File: src/rtl/cordic_ci_master.sv
// cordic_ci_master
// Initiator for the multi-cycle custom-instruction protocol
// (clk_en/start/dataa/result/done) used by the CORDIC cosine slave.
// It takes one FP32 operand per request handshake, runs one slave
// transaction, and returns the slave result or a timeout indication.
// Optional feature: define CI_CYCLE_COUNT_EN to add the rsp_cycles output
// (WAIT cycles spent on the returned operation).
module cordic_ci_master #(
  parameter int                 DATA_W         = 32,
  parameter int                 TIMEOUT_CYCLES = 64,
  parameter logic [DATA_W-1:0]  NAN_VALUE      = DATA_W'(32'h7FC00000)
) (
  input  logic              clock,
  input  logic              aclr_n,
  input  logic              req_valid,
  output logic              req_ready,
  input  logic [DATA_W-1:0] req_data,
  output logic              rsp_valid,
  input  logic              rsp_ready,
  output logic [DATA_W-1:0] rsp_data,
  output logic              rsp_timeout,
`ifdef CI_CYCLE_COUNT_EN
  output logic [7:0]        rsp_cycles,
`endif
  output logic              ci_aclr,
  output logic              ci_clk_en,
  output logic              ci_start,
  output logic [DATA_W-1:0] ci_dataa,
  input  logic [DATA_W-1:0] ci_result,
  input  logic              ci_done,
  output logic              busy
);

  // The counter holds TIMEOUT_CYCLES-1 with a spare bit, so it can saturate
  // instead of wrapping.
  localparam int                CNT_W    = $clog2(TIMEOUT_CYCLES) + 1;
  localparam logic [CNT_W-1:0]  CNT_LAST = CNT_W'(TIMEOUT_CYCLES - 1);
  localparam logic [CNT_W-1:0]  CNT_MAX  = '1;

  typedef enum logic [1:0] {
    IDLE  = 2'd0,
    START = 2'd1,
    WAIT  = 2'd2,
    RESP  = 2'd3
  } state_t;

  state_t              state, state_nx;
  logic [CNT_W-1:0]    counter, counter_nx;
  logic                req_ready_nx;
  logic                rsp_valid_nx;
  logic [DATA_W-1:0]   rsp_data_nx;
  logic                rsp_timeout_nx;
  logic                ci_aclr_nx;
  logic                ci_clk_en_nx;
  logic                ci_start_nx;
  logic [DATA_W-1:0]   ci_dataa_nx;
`ifdef CI_CYCLE_COUNT_EN
  logic [7:0]          rsp_cycles_nx;
`endif

  // Next-state and next-output logic; every output is the registered copy of its _nx value.
  always_comb begin
    state_nx       = state;
    counter_nx     = counter;
    req_ready_nx   = req_ready;
    rsp_valid_nx   = rsp_valid;
    rsp_data_nx    = rsp_data;
    rsp_timeout_nx = rsp_timeout;
    ci_aclr_nx     = 1'b0;
    ci_clk_en_nx   = 1'b0;
    ci_start_nx    = 1'b0;
    ci_dataa_nx    = ci_dataa;
`ifdef CI_CYCLE_COUNT_EN
    rsp_cycles_nx  = rsp_cycles;
`endif

    case (state)
      IDLE: begin
        req_ready_nx = 1'b1;
        if (req_valid && req_ready) begin
          state_nx     = START;
          req_ready_nx = 1'b0;
          ci_dataa_nx  = req_data;
          ci_start_nx  = 1'b1;
          ci_clk_en_nx = 1'b1;
          counter_nx   = '0;
        end
      end

      START: begin
        state_nx     = WAIT;
        ci_clk_en_nx = 1'b1;
        counter_nx   = '0;
      end

      WAIT: begin
        ci_clk_en_nx = 1'b1;
        if (counter != CNT_MAX) begin
          counter_nx = counter + CNT_W'(1);
        end
        // A done seen on the last allowed cycle still counts as a result.
        if (ci_done) begin
          state_nx       = RESP;
          ci_clk_en_nx   = 1'b0;
          rsp_valid_nx   = 1'b1;
          rsp_data_nx    = ci_result;
          rsp_timeout_nx = 1'b0;
`ifdef CI_CYCLE_COUNT_EN
          rsp_cycles_nx  = 8'(counter) + 8'd1;
`endif
        end else if (counter >= CNT_LAST) begin
          state_nx       = RESP;
          ci_clk_en_nx   = 1'b0;
          ci_aclr_nx     = 1'b1;
          rsp_valid_nx   = 1'b1;
          rsp_data_nx    = NAN_VALUE;
          rsp_timeout_nx = 1'b1;
`ifdef CI_CYCLE_COUNT_EN
          rsp_cycles_nx  = 8'(TIMEOUT_CYCLES);
`endif
        end
      end

      RESP: begin
        // clk_en stays low here so the slave is frozen with its done held.
        if (rsp_ready) begin
          state_nx     = IDLE;
          rsp_valid_nx = 1'b0;
          req_ready_nx = 1'b1;
        end
      end

      default: begin
        state_nx = IDLE;
      end
    endcase
  end

  // State and output registers; reset holds the slave in clear and blocks requests.
  always_ff @(posedge clock or negedge aclr_n) begin
    if (!aclr_n) begin
      state       <= IDLE;
      counter     <= '0;
      req_ready   <= 1'b0;
      rsp_valid   <= 1'b0;
      rsp_data    <= '0;
      rsp_timeout <= 1'b0;
      ci_aclr     <= 1'b1;
      ci_clk_en   <= 1'b0;
      ci_start    <= 1'b0;
      ci_dataa    <= '0;
      busy        <= 1'b0;
`ifdef CI_CYCLE_COUNT_EN
      rsp_cycles  <= 8'd0;
`endif
    end else begin
      state       <= state_nx;
      counter     <= counter_nx;
      req_ready   <= req_ready_nx;
      rsp_valid   <= rsp_valid_nx;
      rsp_data    <= rsp_data_nx;
      rsp_timeout <= rsp_timeout_nx;
      ci_aclr     <= ci_aclr_nx;
      ci_clk_en   <= ci_clk_en_nx;
      ci_start    <= ci_start_nx;
      ci_dataa    <= ci_dataa_nx;
      busy        <= (state_nx != IDLE);
`ifdef CI_CYCLE_COUNT_EN
      rsp_cycles  <= rsp_cycles_nx;
`endif
    end
  end

endmodule

File: config.mk
export PLATFORM = sky130hd
export DESIGN_NAME = cordic_ci_master
export DESIGN_NICKNAME = d
export VERILOG_FILES = /design/src/rtl/cordic_ci_master.sv
export SDC_FILE = /design/constraint.sdc
export NUM_CORES = 1
export LEC_CHECK = 0
export CORE_MARGIN = 2
export CORE_UTILIZATION = 35
export DETAILED_ROUTE_END_ITERATION = 10
export DONT_BUFFER_PORTS = 1
export PLACE_DENSITY = 0.49
export SYNTH_ARGS = -nofsm -noshare
export SYNTH_HDL_FRONTEND = slang
export SYNTH_SLANG_ARGS = --single-unit
File: constraint.sdc
create_clock -name clock -period 1.75 [get_ports clock]
set_input_delay 0.175 -clock clock [delete_from_list [all_inputs] [get_ports clock]]
set_output_delay 0.175 -clock clock [all_outputs]
set_load 0.01 [all_outputs]
Word level (Yosys, flattened, before mapping)
Cells that the tools add are included.
{ "word_totals": {"latchBits": 0, "mem_bits_ro": 0, "inputBits": 69, "wordCells": 59, "mem_bits_rw": 0, "n_memories": 0, "out_inout_bits": 71, "reg_bits": 80} }
{ "classes": {"muxes": 26, "multipliers": 0, "n_reduce_logical": 12, "div": 0, "n_eq_ne": 8, "addsub": 1, "n_shift": 0, "bitwise_logic": 0, "order_cmp": 1} }
{ "op_table": {"columns": ["op", "count"], "rows": [
  ["32-bit 2-to-1 mux", 2],
  ["7-bit case mux with 3 select lines", 1],
  ["7-bit 2-to-1 mux", 2],
  ["1-bit 2-to-1 mux", 13],
  ["2-bit 2-to-1 mux", 4],
  ["2-bit case mux with 4 select lines", 1],
  ["2-bit nonzero test", 4],
  ["7-bit by 1-bit adder with 7-bit output (second input constant)", 1],
  ["7-bit by 6-bit greater-or-equal comparator with 1-bit output (second input constant)", 1],
  ["7-bit != test (second input constant)", 1],
  ["2-bit != test (second input constant)", 3],
  ["2-bit AND reduction", 3],
  ["3-bit AND reduction", 2],
  ["2-bit == test (second input constant)", 2],
  ["1-bit case mux with 2 select lines", 2],
  ["3-bit != test (second input constant)", 1],
  ["1-bit case mux with 3 select lines", 1],
  ["3-bit nonzero test", 1],
  ["2-bit by 1-bit == test with 1-bit output (second input constant)", 1],
  ["2-bit zero test", 1],
  ["1-bit logical AND", 1]
]} }

Logic depth before layout (Yosys ltp)
{ "depth": {"ltp_word": 5, "mapped_depth": 6, "depth_no_buf": 4} }

Worst setup path after synthesis
OpenSTA, ideal clock, no wires.
{ "synth_timing": {"path_type": "register -> register", "start": "register counter[0]", "end": "register rsp_data[22]", "path_slack_ps": 286, "synth_period_minus_slack_ps": 1464, "path_buffers": 1, "path_stages_with_launch": 6, "setup_time_ps": 126, "arrival_ps": 1338, "required_time_ps": 1624, "path_cell_list": "dfrtp_1 > ha_1 > a21o_1 > a21oi_1 > buf_2 > a21oi_1"} }
{ "synth_via": {"elab_chain_len": 3} }
{ "synth_rtl": {"columns": ["element", "line", "rtl"], "rows": [
  ["start: declaration", "48", "logic [CNT_W-1:0] counter, counter_nx;"],
  ["start signal: assignment", "158", "counter <= counter_nx;"],
  ["7-bit by 6-bit greater-or-equal comparator with 1-bit output", "111", "end else if (counter >= CNT_LAST) begin"],
  ["2-bit nonzero test (no line)", null, null],
  ["2-bit AND reduction (no line)", null, null],
  ["end signal: assignment", "161", "rsp_data <= rsp_data_nx;"],
  ["end: declaration", "20", "output logic [DATA_W-1:0] rsp_data,"]
]} }
Every way passes these cells.
A chain may end at the register's enable or synchronous reset.

Final worst setup path
{ "layout_timing": {"start": "register counter[0]", "end": "register counter[0]"} }
{ "layout_via": {"elab_chain_len": 3, "elab_cells_between_ends": 6, "classes_between": "1 x add/sub; 2 x eq/ne; 2 x mux; 1 x reduce/logical"} }
{ "layout_rtl": {"columns": ["element", "line"], "rows": [
  ["7-bit by 1-bit adder with 7-bit output or 7-bit != test (tied branches)", "99, 98"],
  ["7-bit 2-to-1 mux or 2-bit != test (tied branches)", null],
  ["7-bit case mux with 3 select lines or 3-bit AND reduction (tied branches)", null]
]} }
Parallel ways exist; a longest one is shown, timed or not. The select of a mux whose other input is x is not followed.

==> results.txt <==
* Reg2reg start: counter[0]$_DFFE_PN0P_
- TritonCTS built the clock tree.
* Crit path arrival time: 1830 ps
- 0 antenna diodes ended up in the layout.
- The core region is 0.00928 mm^2.
- VDD sags by at most 0.874 mV.
- Routed wirelength normalized by instance count: 17.0 um
- GR met1 Demand/Resource: 19.4%
- Clock-pin slew was measured on the worst setup and hold paths at 90 ps.
- Setup violations remaining at the end of the flow were counted as 0.
- Main area contributors after synthesis: dfrtp_1 59%, mux2_2 10%, a22oi_1 5.1%, o21ai_0 4.3%, nand2_1 3.1%
* Largest net degree at the start of global routing: 81
- Vertical die dimension: 102 um
* Average vias per placed instance: 5.01
- The H-tree was split into 3 levels.
* Cell chain of the critical path: ha_1, buf_4, nand3_1, o21ai_0, mux2i_1
- Setup TNS after final layout: 0 ps
- The biggest area contributor in the post-synthesis netlist is dfrtp_1.
* GRT Util Overall: 16.3%
* Area Overhead vs Synth: 30.3%
- Max Buffers Root-to-Sink: 2
- Combined area of all synthesized cells: 0.00337 mm^2
* Library cells used by synthesis: 36
- The final count of pins violating max slew was 0.
- Number of global-route vias before repair: 2495
- Buffers inserted during clock tree synthesis total 9.
* Number of remaining DRC errors: 0
- At the pin with the least slew margin, the transition time is 461 ps.
- The first global-routing pass estimated 12900 um of wire.
- The floorplan step set the die width to 102 um.
* Post-CTS Setup Bufs: 0
- For this design the ratio of total power to cell area is 1670 mW/mm^2.
- CTS Root Cell: clkbuf_8
* Final worst path period need: 1570 ps
- The setup path with the least slack is of type flip-flop to flip-flop.
- Overall Power: 0.00733 W
* Starting DRT DRC Count: 96
* Yosys warnings: 0
- Of all nets on the critical path, the largest fanout is 5.
- Share of post-route cells with drive strength above 1: 16.6%
* Number of I/O pins: 140
- After routing the design area is 0.00438 mm^2.
- For this design, the CTS-stage hold fixing added 65 buffers.
- The routed layout has 2457 vias.
- The clock drives 80 sinks.
* Smallest hold slack: -485 ps
* Antenna violations before repair: 0
* Number of cells in the design after placement: 409
* Crit path max-delay family: flip-flops
- For this run the aggregate overflow at the end of global routing stands at 0.
* GR met3 Demand/Resource: 7.05%
- Initial Util: 36.3%
* Reported max-cap violation count: 0
- In this run the worst setup path begins at counter[0]$_DFFE_PN0P_.
- Total of buffers placed on input and output ports: 0
- Post-Synthesis Cells: 288
- Layer with the highest usage after global routing: met2
* Post-Synthesis Net Count: 358
- For this run, the top clock speed supported by timing is 637 MHz.
- The die covers 0.0104 mm^2.
- Yosys top cell area share: 58.7%
- In this run the static leakage power is 1.84 nW.
- In this design, the stage delay of the slowest critical-path cell is 410 ps.
- The first TritonRoute pass finished after 4 iterations.
- Crit. End Element: flip-flop
- Count of state elements after synthesis: 80
- A synthesized cell averages 11.7 um^2.
* Final cell count without fillers: 490
* RSZ-0062 raised after global routing: false
- After legalization and detailed placement, the total HPWL measured 4980 um.
- Setup skew after layout: 11.4 ps
* Violations in the final reports: hold timing
* NumNets Final: 426
- DRT Wirelength: 8350 um
* Bufs and invs on worst path: 1
- Worst path slowest cell: dfrtp_1
- After detailed placement, the total cell area comes to 0.00352 mm^2.
* Period utilisation layout: 89.7%
- Worst Path Required: 2010 ps
- The count of nets left with antenna violations once routing finished came out at 0.
- STA classifies the critical path startpoint as a flip-flop.
- Clk Latency, worst-skew pair: 350 ps
- Routability-driven placement finished with a final weighted congestion of 0.792.
- The worst pin sits at a relative slew slack of 69.1%.
- The path class of the tightest hold or removal check is input pin to asynchronous set/reset pin.
- Global routing met2 resource utilization: 27.0%
* Run status: finished with violations
- After synthesis, flip-flops and latches occupy 59.5% of the total area.
- The number of endpoints with negative hold slack in the final report came to 80.
* Std-Cell Rows: 35
cells in the mapped netlist:
cell       number
dfrtp_1        79
mux2_2         30
o21ai_0        29
nand2_1        28
a22oi_1        23
a21oi_1        16
nor2_1         15
buf_2          12
o22ai_1         9
buf_6           4
inv_1           4
nand3_1         4
mux2i_1         3
a211oi_1        2
a21o_1          2
and2_1          2
and3_1          2
and4_1          2
clkbuf_2        2
mux2_1          2
nand3b_1        2
nor3_1          2
a2111oi_1       1
a2bb2oi_1       1
a31oi_1         1
and3b_1         1
clkbuf_1        1
dfstp_2         1
ha_1            1
nand2b_1        1
nor2b_1         1
nor3_4          1
nor3b_1         1
o2111ai_1       1
o21ai_1         1
o221ai_1        1
flip-flops by register name, summed over array words and instances (netlist names):
name,flops
ci_dataa,32
rsp_data,32
counter,7
state,2
busy,1
ci_aclr,1
ci_clk_en,1
ci_start,1
req_ready,1
rsp_timeout,1
rsp_valid,1
worst reg2reg max path, stage by stage (launching register included):
cell and delay, ps:
dfrtp_1 410, ha_1 190, buf_4 140, nand3_1 90, o21ai_0 390, mux2i_1 270
layout by cell type, fill, tap and decap left out, types with 4 or more instances in the layout:
cell / n
nand2_1: 28
dfrtp_1: 79
mux2_2: 30
buf_4: 9
nor2_1: 14
clkbuf_8: 9
a21oi_1: 16
dlygate4sd3_1: 65
nand3_1: 4
o22ai_1: 9
o21ai_0: 29
inv_1: 4
a22oi_1: 23
final cells by class:
cell class,instances,area (um^2)
inverter,4,15.0
fill,883,4900
sequential,80,2000
tap,129,161
multi-input combinational,185,1230
clock inverter,5,81.3
clock buffer,11,131
timing repair buffer,76,758
worst paths after layout:
kind                                       endpoint  cells after the start  slack (ps)
setup reg to reg             counter[0]$_DFFE_PN0P_                      5         180
setup / recovery             counter[0]$_DFFE_PN0P_                      5         180
hold / removal             rsp_data[31]$_DFFE_PN0P_                      0        -490
max in group asynchronous         ci_aclr$_DFF_PN1_                      0        2040
min in group clock               state[0]$_DFF_PN0_                      2          40
hold reg to reg              counter[5]$_DFFE_PN0P_                      1         530
metrics by stage:
step	worst slack, ps	utilization [%]
5_1_grt	93.9	47.2
3_3_place_gp	114	37.9
6_report	180	47.2
4_1_cts	31.8	47.2
3_5_place_dp	46.2	37.9
2_1_floorplan	286	-
what timing repair did:
item                                    in CTS  in global routing
hold endpoints to repair                   145                 80
endpoints found under the setup margin       0                 23
resized for setup                            0                  2
power breakdown:
| group | internal [W] | switching, W | leakage [nW] |
|---|---|---|---|
| registers | 0.00271 | 0.00108 | 0.945 |
| logic | 0.00112 | 0.000948 | 0.796 |
| clock network | 0.000805 | 0.000670 | 0.104 |
metal layers:
| layer | routed length (um) | vias to the layer above |
|---|---|---|
| met1 | 3470 | 1175 |
| met3 | 772 | 6 |
| met2 | 4030 | 101 |
| li1 | - | 1175 |
| met4 | 75 | 0 |
| met5 | 0 | - |
logic make-up (layout without fill, tap and decap cells):
logic type | after synthesis | after routing | synth area share, %
fa+ha+maj | 1 | 1 | 0.372
mux | 35 | 35 | 11.6
compound gates | 87 | 87 | 15.8
simple gates | 62 | 62 | 8.74
buf+inv | 23 | 96 | 3.98
flops | 80 | 80 | 59.5
Note: power is estimated with default switching activity, not from simulation.
